**src/rtl/swisv_pkg.sv**
```systemverilog
// Shared encodings for the SWIS-V multi-cycle core: opcodes, sequencer states, mux selects.
// Latency: n/a (definitions only).
// Backpressure: n/a.
package swisv_pkg;

    // RV32I major opcodes (instr[6:0])
    localparam logic [6:0] OPC_LUI    = 7'b0110111;
    localparam logic [6:0] OPC_AUIPC  = 7'b0010111;
    localparam logic [6:0] OPC_JAL    = 7'b1101111;
    localparam logic [6:0] OPC_JALR   = 7'b1100111;
    localparam logic [6:0] OPC_BRANCH = 7'b1100011;
    localparam logic [6:0] OPC_LOAD   = 7'b0000011;
    localparam logic [6:0] OPC_STORE  = 7'b0100011;
    localparam logic [6:0] OPC_OP_IMM = 7'b0010011;
    localparam logic [6:0] OPC_OP     = 7'b0110011;

    // Sequencer state codes; also exported on the debug port.
    typedef enum logic [3:0] {
        ST_START      = 4'd0,
        ST_FETCH      = 4'd1,
        ST_FETCH_WAIT = 4'd2,
        ST_DECODE     = 4'd3,
        ST_EXECUTE    = 4'd4,
        ST_MEM        = 4'd5,
        ST_MEM_WAIT   = 4'd6,
        ST_WRITEBACK  = 4'd7,
        ST_HALT       = 4'd8
    } state_t;

    // PC source mux
    localparam logic [1:0] PC_SEL_PLUS4  = 2'd0;
    localparam logic [1:0] PC_SEL_BRANCH = 2'd1;  // branch / JAL target
    localparam logic [1:0] PC_SEL_JALR   = 2'd2;  // datapath clears bit 0

    // Register-file write-back mux
    localparam logic [1:0] WB_SEL_ALU = 2'd0;
    localparam logic [1:0] WB_SEL_MEM = 2'd1;
    localparam logic [1:0] WB_SEL_PC4 = 2'd2;

    function automatic logic opc_legal(input logic [6:0] opc);
        case (opc)
            OPC_LUI, OPC_AUIPC, OPC_JAL, OPC_JALR, OPC_BRANCH,
            OPC_LOAD, OPC_STORE, OPC_OP_IMM, OPC_OP: opc_legal = 1'b1;
            default:                                 opc_legal = 1'b0;
        endcase
    endfunction

endpackage

```
**src/rtl/mem_wait_timer.sv**
```systemverilog
// Wait-state watchdog shared by the fetch and load wait states.
// Latency: expired is combinational on the cycle the count would reach MEM_TIMEOUT.
// Backpressure: none; counts only while count_en is high.
//
// Ports: clk, rst_n (async active-low), clear (restart at 0), count_en (one
// wait cycle without data), expired (this wait cycle is the MEM_TIMEOUT-th).
module mem_wait_timer #(
    parameter int MEM_TIMEOUT = 16
) (
    input  logic clk,
    input  logic rst_n,
    input  logic clear,
    input  logic count_en,
    output logic expired
);
    localparam int W = $clog2(MEM_TIMEOUT + 1);
    localparam logic [W-1:0] LAST = W'(MEM_TIMEOUT - 1);

    logic [W-1:0] count;

    always_ff @(posedge clk or negedge rst_n) begin
        if (!rst_n) begin
            count <= '0;
        end else if (clear) begin
            count <= '0;
        end else if (count_en) begin
            count <= count + 1'b1;
        end
    end

    // Flag the cycle whose increment lands on MEM_TIMEOUT so the FSM can leave
    // for HALT on the same edge; a data-valid in that cycle suppresses count_en.
    assign expired = count_en && (count == LAST);

endmodule

```
**src/rtl/multicycle_sequencer.sv**
```systemverilog
// Multi-cycle control FSM sequencing fetch/decode/execute/mem/writeback over one memory port.
// Latency: ALU/LUI/AUIPC 5, STORE 5, LOAD 6, BRANCH/JAL/JALR 4 cycles with zero-wait memory.
// Backpressure: o_mem_req held until i_mem_gnt; wait states bounded by MEM_TIMEOUT, then HALT.
//
// Ports: clk, i_rst_n; i_instr (IR), i_branch_taken, i_mem_gnt, i_mem_rvalid in;
// memory request/we/address-select, IR/PC/RF enables, PC and WB mux selects,
// o_instret pulse, sticky o_illegal / o_bus_err, o_state debug out.
module multicycle_sequencer
    import swisv_pkg::*;
#(
    parameter int MEM_TIMEOUT = 16
) (
    input  logic        clk,
    input  logic        i_rst_n,
    input  logic [31:0] i_instr,
    input  logic        i_branch_taken,
    input  logic        i_mem_gnt,
    input  logic        i_mem_rvalid,
    output logic        o_mem_req,
    output logic        o_mem_we,
    output logic        o_mem_sel_instr,
    output logic        o_ir_we,
    output logic        o_pc_we,
    output logic [1:0]  o_pc_sel,
    output logic        o_rf_we,
    output logic [1:0]  o_wb_sel,
    output logic        o_instret,
    output logic        o_illegal,
    output logic        o_bus_err,
    output logic [3:0]  o_state
);

    state_t     state, next_state;
    logic       illegal_q, bus_err_q;
    logic       set_illegal, set_bus_err;
    logic       tmr_clear, tmr_count, tmr_expired;
    logic [6:0] opcode;
    logic       rd_nz;
    logic       unused_instr;

    assign opcode       = i_instr[6:0];
    assign rd_nz        = |i_instr[11:7];   // writes to x0 are suppressed here
    assign unused_instr = ^i_instr[31:12];

    mem_wait_timer #(.MEM_TIMEOUT(MEM_TIMEOUT)) u_timer (
        .clk      (clk),
        .rst_n    (i_rst_n),
        .clear    (tmr_clear),
        .count_en (tmr_count),
        .expired  (tmr_expired)
    );

    always_ff @(posedge clk or negedge i_rst_n) begin
        if (!i_rst_n) begin
            state     <= ST_START;
            illegal_q <= 1'b0;
            bus_err_q <= 1'b0;
        end else begin
            state <= next_state;
            if (set_illegal) illegal_q <= 1'b1;
            if (set_bus_err) bus_err_q <= 1'b1;
        end
    end

    always_comb begin
        next_state      = state;
        o_mem_req       = 1'b0;
        o_mem_we        = 1'b0;
        o_mem_sel_instr = 1'b0;
        o_ir_we         = 1'b0;
        o_pc_we         = 1'b0;
        o_pc_sel        = PC_SEL_PLUS4;
        o_rf_we         = 1'b0;
        o_wb_sel        = WB_SEL_ALU;
        o_instret       = 1'b0;
        set_illegal     = 1'b0;
        set_bus_err     = 1'b0;
        tmr_clear       = 1'b0;
        tmr_count       = 1'b0;

        case (state)
            ST_START: next_state = ST_FETCH;

            ST_FETCH: begin
                o_mem_req       = 1'b1;
                o_mem_sel_instr = 1'b1;
                if (i_mem_gnt) begin
                    next_state = ST_FETCH_WAIT;
                    tmr_clear  = 1'b1;
                end
            end

            ST_FETCH_WAIT: begin
                o_mem_sel_instr = 1'b1;
                if (i_mem_rvalid) begin
                    o_ir_we    = 1'b1;
                    next_state = ST_DECODE;
                end else begin
                    tmr_count = 1'b1;
                    if (tmr_expired) begin
                        next_state  = ST_HALT;
                        set_bus_err = 1'b1;
                    end
                end
            end

            ST_DECODE: begin
                if (opc_legal(opcode)) begin
                    next_state = ST_EXECUTE;
                end else begin
                    next_state  = ST_HALT;
                    set_illegal = 1'b1;
                end
            end

            ST_EXECUTE: begin
                case (opcode)
                    OPC_BRANCH: begin
                        o_pc_we    = 1'b1;
                        o_pc_sel   = i_branch_taken ? PC_SEL_BRANCH : PC_SEL_PLUS4;
                        o_instret  = 1'b1;
                        next_state = ST_FETCH;
                    end
                    OPC_JAL, OPC_JALR: begin
                        o_pc_we    = 1'b1;
                        o_pc_sel   = (opcode == OPC_JAL) ? PC_SEL_BRANCH : PC_SEL_JALR;
                        o_rf_we    = rd_nz;
                        o_wb_sel   = WB_SEL_PC4;
                        o_instret  = 1'b1;
                        next_state = ST_FETCH;
                    end
                    OPC_LOAD, OPC_STORE: next_state = ST_MEM;
                    default:             next_state = ST_WRITEBACK;
                endcase
            end

            ST_MEM: begin
                o_mem_req = 1'b1;
                o_mem_we  = (opcode == OPC_STORE);
                if (i_mem_gnt) begin
                    if (opcode == OPC_STORE) begin
                        o_pc_we    = 1'b1;
                        o_instret  = 1'b1;
                        next_state = ST_FETCH;
                    end else begin
                        next_state = ST_MEM_WAIT;
                        tmr_clear  = 1'b1;
                    end
                end
            end

            ST_MEM_WAIT: begin
                if (i_mem_rvalid) begin
                    o_rf_we    = rd_nz;
                    o_wb_sel   = WB_SEL_MEM;
                    o_pc_we    = 1'b1;
                    o_instret  = 1'b1;
                    next_state = ST_FETCH;
                end else begin
                    tmr_count = 1'b1;
                    if (tmr_expired) begin
                        next_state  = ST_HALT;
                        set_bus_err = 1'b1;
                    end
                end
            end

            ST_WRITEBACK: begin
                o_rf_we    = rd_nz;
                o_wb_sel   = WB_SEL_ALU;
                o_pc_we    = 1'b1;
                o_instret  = 1'b1;
                next_state = ST_FETCH;
            end

            ST_HALT: next_state = ST_HALT;

            default: next_state = ST_HALT;
        endcase
    end

    assign o_illegal = illegal_q;
    assign o_bus_err = bus_err_q;
    assign o_state   = state;

endmodule

```
**config.mk**
```make
export PLATFORM = sky130hd
export DESIGN_NAME = multicycle_sequencer
export DESIGN_NICKNAME = d
export VERILOG_FILES = /design/src/rtl/swisv_pkg.sv /design/src/rtl/mem_wait_timer.sv /design/src/rtl/multicycle_sequencer.sv
export SDC_FILE = /design/constraint.sdc
export NUM_CORES = 1
export LEC_CHECK = 0
export CAP_MARGIN = 20
export CORE_ASPECT_RATIO = 1.5
export CORE_MARGIN = 2
export CORE_UTILIZATION = 38
export CTS_CLUSTER_DIAMETER = 60
export DETAILED_ROUTE_END_ITERATION = 12
export PLACE_DENSITY = 0.8
export SLEW_MARGIN = 10
export SYNTH_ARGS = -nofsm -noshare
export SYNTH_HDL_FRONTEND = slang
export SYNTH_SLANG_ARGS = --single-unit
export TNS_END_PERCENT = 100
```
**constraint.sdc**
```tcl
create_clock -name clk -period 3.75 [get_ports clk]
set_input_delay 0.375 -clock clk [delete_from_list [all_inputs] [get_ports clk]]
set_output_delay 0.375 -clock clk [all_outputs]
set_load 0.05 [all_outputs]
```
==> run summary, run 1 <==
Psw: 0.000342 W
Setup slack after layout: 0.684 ns
Clock sinks: 11
Kind of critical path: reg -> out
CTS Buf Count: 3
Hold_buf cts: 0
Initial Utilization: 0.409
P_int: 0.000342 W
Vias per cell: 5.45
Hold Vio Cnt, Final: 0
Final Power: 0.000684 W
Combinational Power Share: 0.553
Total gr overflow: 0
Hold_ws: 0.416 ns
Worst-path cell chain: or4b_4 > nor3_2 > nand2_1 > a21oi_1 > clkdlybuf4s50_1
Share of cells above drive strength 1: 0.0930
Fmax: 326 MHz
Synth cell types: 39
Pre-CTS setup slack: 0.819 ns
WP data required: 3.38 ns
Tmin final: 3.07 ns
Critical-path maximum fanout: 13
Synth Cell Area: 840 sq um
Post-synth EDFFs: 0
Register share of total power: 0.329
Via count: 823
Reg2Reg Depth: 6
TritonCTS clock tree: yes
Peak supply drop: 0.299 mV
Post-Syn Instances: 94
Routability cong.: 0.857
Reg clk slew, reported paths: 0.07 ns
IO Port Bufs: 33
Number of synthesized register bits: 11
Diode count: 0
# IOs: 54
# Post-CTS Setup Buffers: 0
Clock Tree Buf Depth: 2
First-pass GRT wire length: 3510 microns
Top FF cell, synth: dfrtp_1
Leak pwr: 0.495 nW
Area Overhead vs Synth: 44.3%
Pre-antenna DRT Iters: 4
Worst Hold Class: in -> async
DRT iter0 DRCs: 6
Syn_nets: 133
Resize count post-CTS: 0
Least-Margin Pin Slew: 0.622 ns
Final wirelength: 2070 microns
Final Max Slew Viols: 0
Slowest cell delay on critical path: 0.81 ns
Switching Fraction: 0.500
Slew headroom: 0.583
RSZ-0062 raised after global routing: false
Detail Placement HPWL: 1660 microns
Root Buffer: clkbuf_4
Sequential area share after synthesis: 0.328
Number of global-route vias before repair: 828
Die area: 2610 sq um
H-tree levels: 1
Floorplan core area: 2050 sq um
TNS Setup: 0 ns
Outcome: finished clean
Max-Cap Viols: 0
Slowest-stage cell, CP: clkdlybuf4s50_1
Worst r2r src: u_timer.count[0]
Avg Inst Size Synth: 8.93 sq um
Clk_lat worst skew: 0.28 ns
P per Cell Area: 565 nW/um^2
Post-synth ARST share: 1.00
Final Net Count: 169
Crit end category: output pin
Worst EP arrival: 2.69 ns
Wire per inst: 13.7 microns
Fin util: 0.590
Initial antenna violation count: 0
Routed Antenna Nets: 0
Slack of the worst reg-to-reg path: 1.73 ns
Clock power frac: 0.119
Die W: 42.4 microns
Crit start category: flip-flop
Setup violators final: 0
DR DRC count: 0
Rows: 20
Clock Skew: 0.0104 ns
Largest net degree at the start of global routing: 14
Crit. Startpoint: o_state[3]
Final Cycle Share: 0.818
Die Y: 61.6 microns
YS warnings: 0
GRT Resource Usage Total: 0.177
power by group through the flow:
stage	sequential [W]	clock (W)	combinational [W]
3_3_place_gp	0.000224	0	0.000374
5_1_grt	0.000230	0.0000857	0.000407
6_report	0.000225	0.0000811	0.000378
2_1_floorplan	0.000269	0	0.000214
4_1_cts	0.000224	0.0000842	0.000382
3_5_place_dp	0.000226	0	0.000381
Yosys cell counts (all sizes together), types with 2 or more instances:
library cell	count	area (sq um)
o21ai	2	10.0
a32oi	2	17.5
nand2b	5	31.3
inv	4	15.0
ha	2	25.0
nand2	9	33.8
or4	2	15.0
a21oi	3	15.0
nor2	13	48.8
nor3	3	20.0
dfrtp	11	275
xor2	2	17.5
nor4	2	18.8
a211oi	4	35.0
and3	3	18.8
a21boi	3	22.5
mux2i	2	20.0
nor2b	3	18.8
a21o	2	15.0
buf	3	20.0
layer usage:
metal / routed length, microns / GRT usage / vias to the layer above / share of wire
met4: 35 / 0.112 / 0 / 0.017
met2: 1050 / 0.330 / 36 / 0.51
met5: 0 / 0 / - / 0
met3: 160 / 0.0205 / 3 / 0.077
met1: 826 / 0.191 / 373 / 0.40
li1: - / - / 411 / -
cells by family (layout without fill, tap and decap cells):
| kind of cell | Yosys count | count (layout) | synth area share |
|---|---|---|---|
| compound gates | 22 | 22 | 0.210 |
| xor+xnor | 3 | 3 | 0.0313 |
| fa+ha+maj | 2 | 2 | 0.0298 |
| simple gates | 47 | 47 | 0.335 |
| buf+inv | 7 | 42 | 0.0417 |
| mux | 2 | 2 | 0.0238 |
| flops | 11 | 11 | 0.328 |
worst max-delay path: cells and delay by family, from the launching register on:
family                 cells  cell delay [ns]
and+or+nand+nor            3             0.92
buffers and inverters      1             0.81
AOI/OAI and AO/OA          1             0.14
DFF                        1             0.55
layout make-up:
cell class / instances / area (sq um)
inverters: 4 / 15.0
multi-input cells: 76 / 529
clock buffers: 4 / 26.3
repair buffers: 34 / 338
fillers: 198 / 841
flip-flops and latches: 11 / 275
well taps: 22 / 27.5
state kept, by name, indices dropped and copies added, names as in the netlist:
register and flops:
o_bus_err 1, o_illegal 1, o_state 4, u_timer.count 5
cell usage in the layout, fill, tap and decap left out, drive strengths merged, types with 2 or more instances in the layout:
cell,netlist,final
a211oi,4,4
a21boi,3,3
a21o,2,2
a21oi,3,3
a32oi,2,2
and3,3,3
clkbuf,0,4
clkdlybuf4s50,0,33
dfrtp,11,11
ha,2,2
inv,4,4
mux2i,2,2
nand2,9,9
nand2b,5,5
nor2,13,13
nor2b,3,3
nor3,3,3
nor4,2,2
o21ai,2,2
or4,2,2
xor2,2,2
path summary, 6_finish.rpt:
kind | to
min | u_timer.count[2]
max | o_rf_we
max in group asynchronous | o_state[2]
min reg2reg | o_bus_err
min in group clk | o_bus_err
max reg2reg | o_state[1]
stage by stage:
| stage | instance area [sq um] | instances |
|---|---|---|
| 2_1_floorplan | 840 | 94 |
| 3_3_place_gp | 1180 | 147 |
| 3_5_place_dp | 1180 | 147 |
| 4_1_cts | 1210 | 151 |
| 5_1_grt | 1210 | 151 |
| 6_report | 1210 | 151 |
(Power assumes the default switching activity.)
==> run 2, diff against run 1 <==
Settings changed: CORE_UTILIZATION 38 to 32, PLACE_DENSITY 0.8 to 0.71.
Clock period 3.75 ns to 2.7 ns, I/O delays scaled along.
==> run summary, run 2 (synthesis gave the netlist of run 1 again) <==
Outcome: finished clean
# IOs: 54
Tmin final: 2.46 ns
Kind of critical path: reg -> out
Final Max Slew Viols: 0
Fmax: 406 MHz
Clock Tree Buf Depth: 2
Commonest non-fill, non-tap cells in the layout: clkdlybuf4s50_1, nor2_1, dfrtp_1
First-pass GRT wire length: 3680 microns
Reg clk slew, reported paths: 0.07 ns
TritonCTS clock tree: yes
Root Buffer: clkbuf_4
Final wirelength: 2130 microns
Slack of the worst reg-to-reg path: 0.68 ns
Worst EP arrival: 2.19 ns
Met3 usage: 0.0190
GRT busiest layer: met2
P per Cell Area: 749 nW/um^2
Rows: 22
Number of global-route vias before repair: 901
Routability cong.: 0.752
Final Cycle Share: 0.913
Clk_lat worst skew: 0.26 ns
Critical-path maximum fanout: 13
Fin util: 0.515
Detail Placement HPWL: 1750 microns
Initial Utilization: 0.339
Worst Hold Class: in -> async
Hold Vio Cnt, Final: 0
GRT Resource Usage Total: 0.160
Met1 usage: 0.166
Largest register FFs: 5
Clock sinks: 11
CTS Buf Count: 3
Slew headroom: 0.573
RSZ-0062 raised after global routing: false
Reg2Reg Depth: 6
Wire per inst: 13.8 microns
Area Overhead vs Synth: 52.0%
Max-Cap Viols: 0
Die Y: 66.7 microns
IO Port Bufs: 33
Crit end category: output pin
Vias per cell: 5.50
Peak supply drop: 0.316 mV
Initial antenna violation count: 0
Worst r2r src: u_timer.count[0]
TNS Setup: 0 ns
Met2 usage: 0.305
Resize count post-CTS: 0
Largest net degree at the start of global routing: 14
Least-Margin Pin Slew: 0.624 ns
Floorplan core area: 2480 sq um
DRT iter0 DRCs: 9
Commonest non-fill, non-tap cell in the layout: clkdlybuf4s50_1
WP data required: 2.43 ns
Setup violators final: 0
Die W: 45.8 microns
# Post-CTS Setup Buffers: 0
Via count: 847
Total gr overflow: 0
Crit start category: flip-flop
Final Net Count: 170
Diode count: 0
Clock Skew: 0.00625 ns
Die area: 3060 sq um
Pre-antenna DRT Iters: 4
Reg-to-reg endpoint: o_state[1]
Routed Antenna Nets: 0
Hold_buf cts: 0
Leak pwr: 0.528 nW
Hold_ws: 0.337 ns
Largest register by flop count: u_timer.count
DR DRC count: 0
H-tree levels: 1
Share of cells above drive strength 1: 0.169
## run 2: where the power goes
part | leakage, nW | total (W) | switching (W) | internal, W
Combinational | 0.368 | 0.000531 | 0.000322 | 0.000209
Sequential | 0.146 | 0.000316 | 0.000104 | 0.000212
Clock | 0.0150 | 0.000108 | 0.0000512 | 0.0000571
Total | 0.528 | 0.000956 | 0.000478 | 0.000478
## run 2: routing by layer
layer | vias up | part of all wire
met5 | - | 0
met4 | 0 | 0.0061
met3 | 2 | 0.053
met2 | 31 | 0.55
met1 | 399 | 0.39
li1 | 415 | -
## run 2: critical path, stage by stage, from the launching register on
cell     delay (ns)
dfrtp_1        0.56
or4b_4         0.62
nor3_2         0.18
nand2_1        0.10
a21oi_2        0.29
buf_12         0.18
## run 2: cell type report
cell class	instances	area [sq um]
clock buffers	4	26.3
fillers	259	1200
inverters	4	15.0
multi-input cells	76	539
flip-flops and latches	11	275
well taps	24	30.0
repair buffers	35	390
## run 2: through the flow
step                      std cells  setup WS, ns  instance area [sq um]  power [W]
after global placement          150         0.540                   1250   0.000839
after detailed placement        150         0.516                   1250   0.000852
after floorplan                  94        0.0773                    850   0.000675
after CTS                       154         0.212                   1280   0.000966
after global routing            154        0.0786                   1280    0.00102
final                           154         0.235                   1280   0.000956
## run 2: worst max-delay path by stage
stage,start,to,cells after the start
finish,o_state[3],o_instret,5
global route,o_state[3],o_instret,5
CTS,o_state[3],o_instret,5
detailed placement,o_state[3],o_instret,5
global placement,o_state[3],o_pc_we,5
floorplan,o_state[0],o_pc_we,6
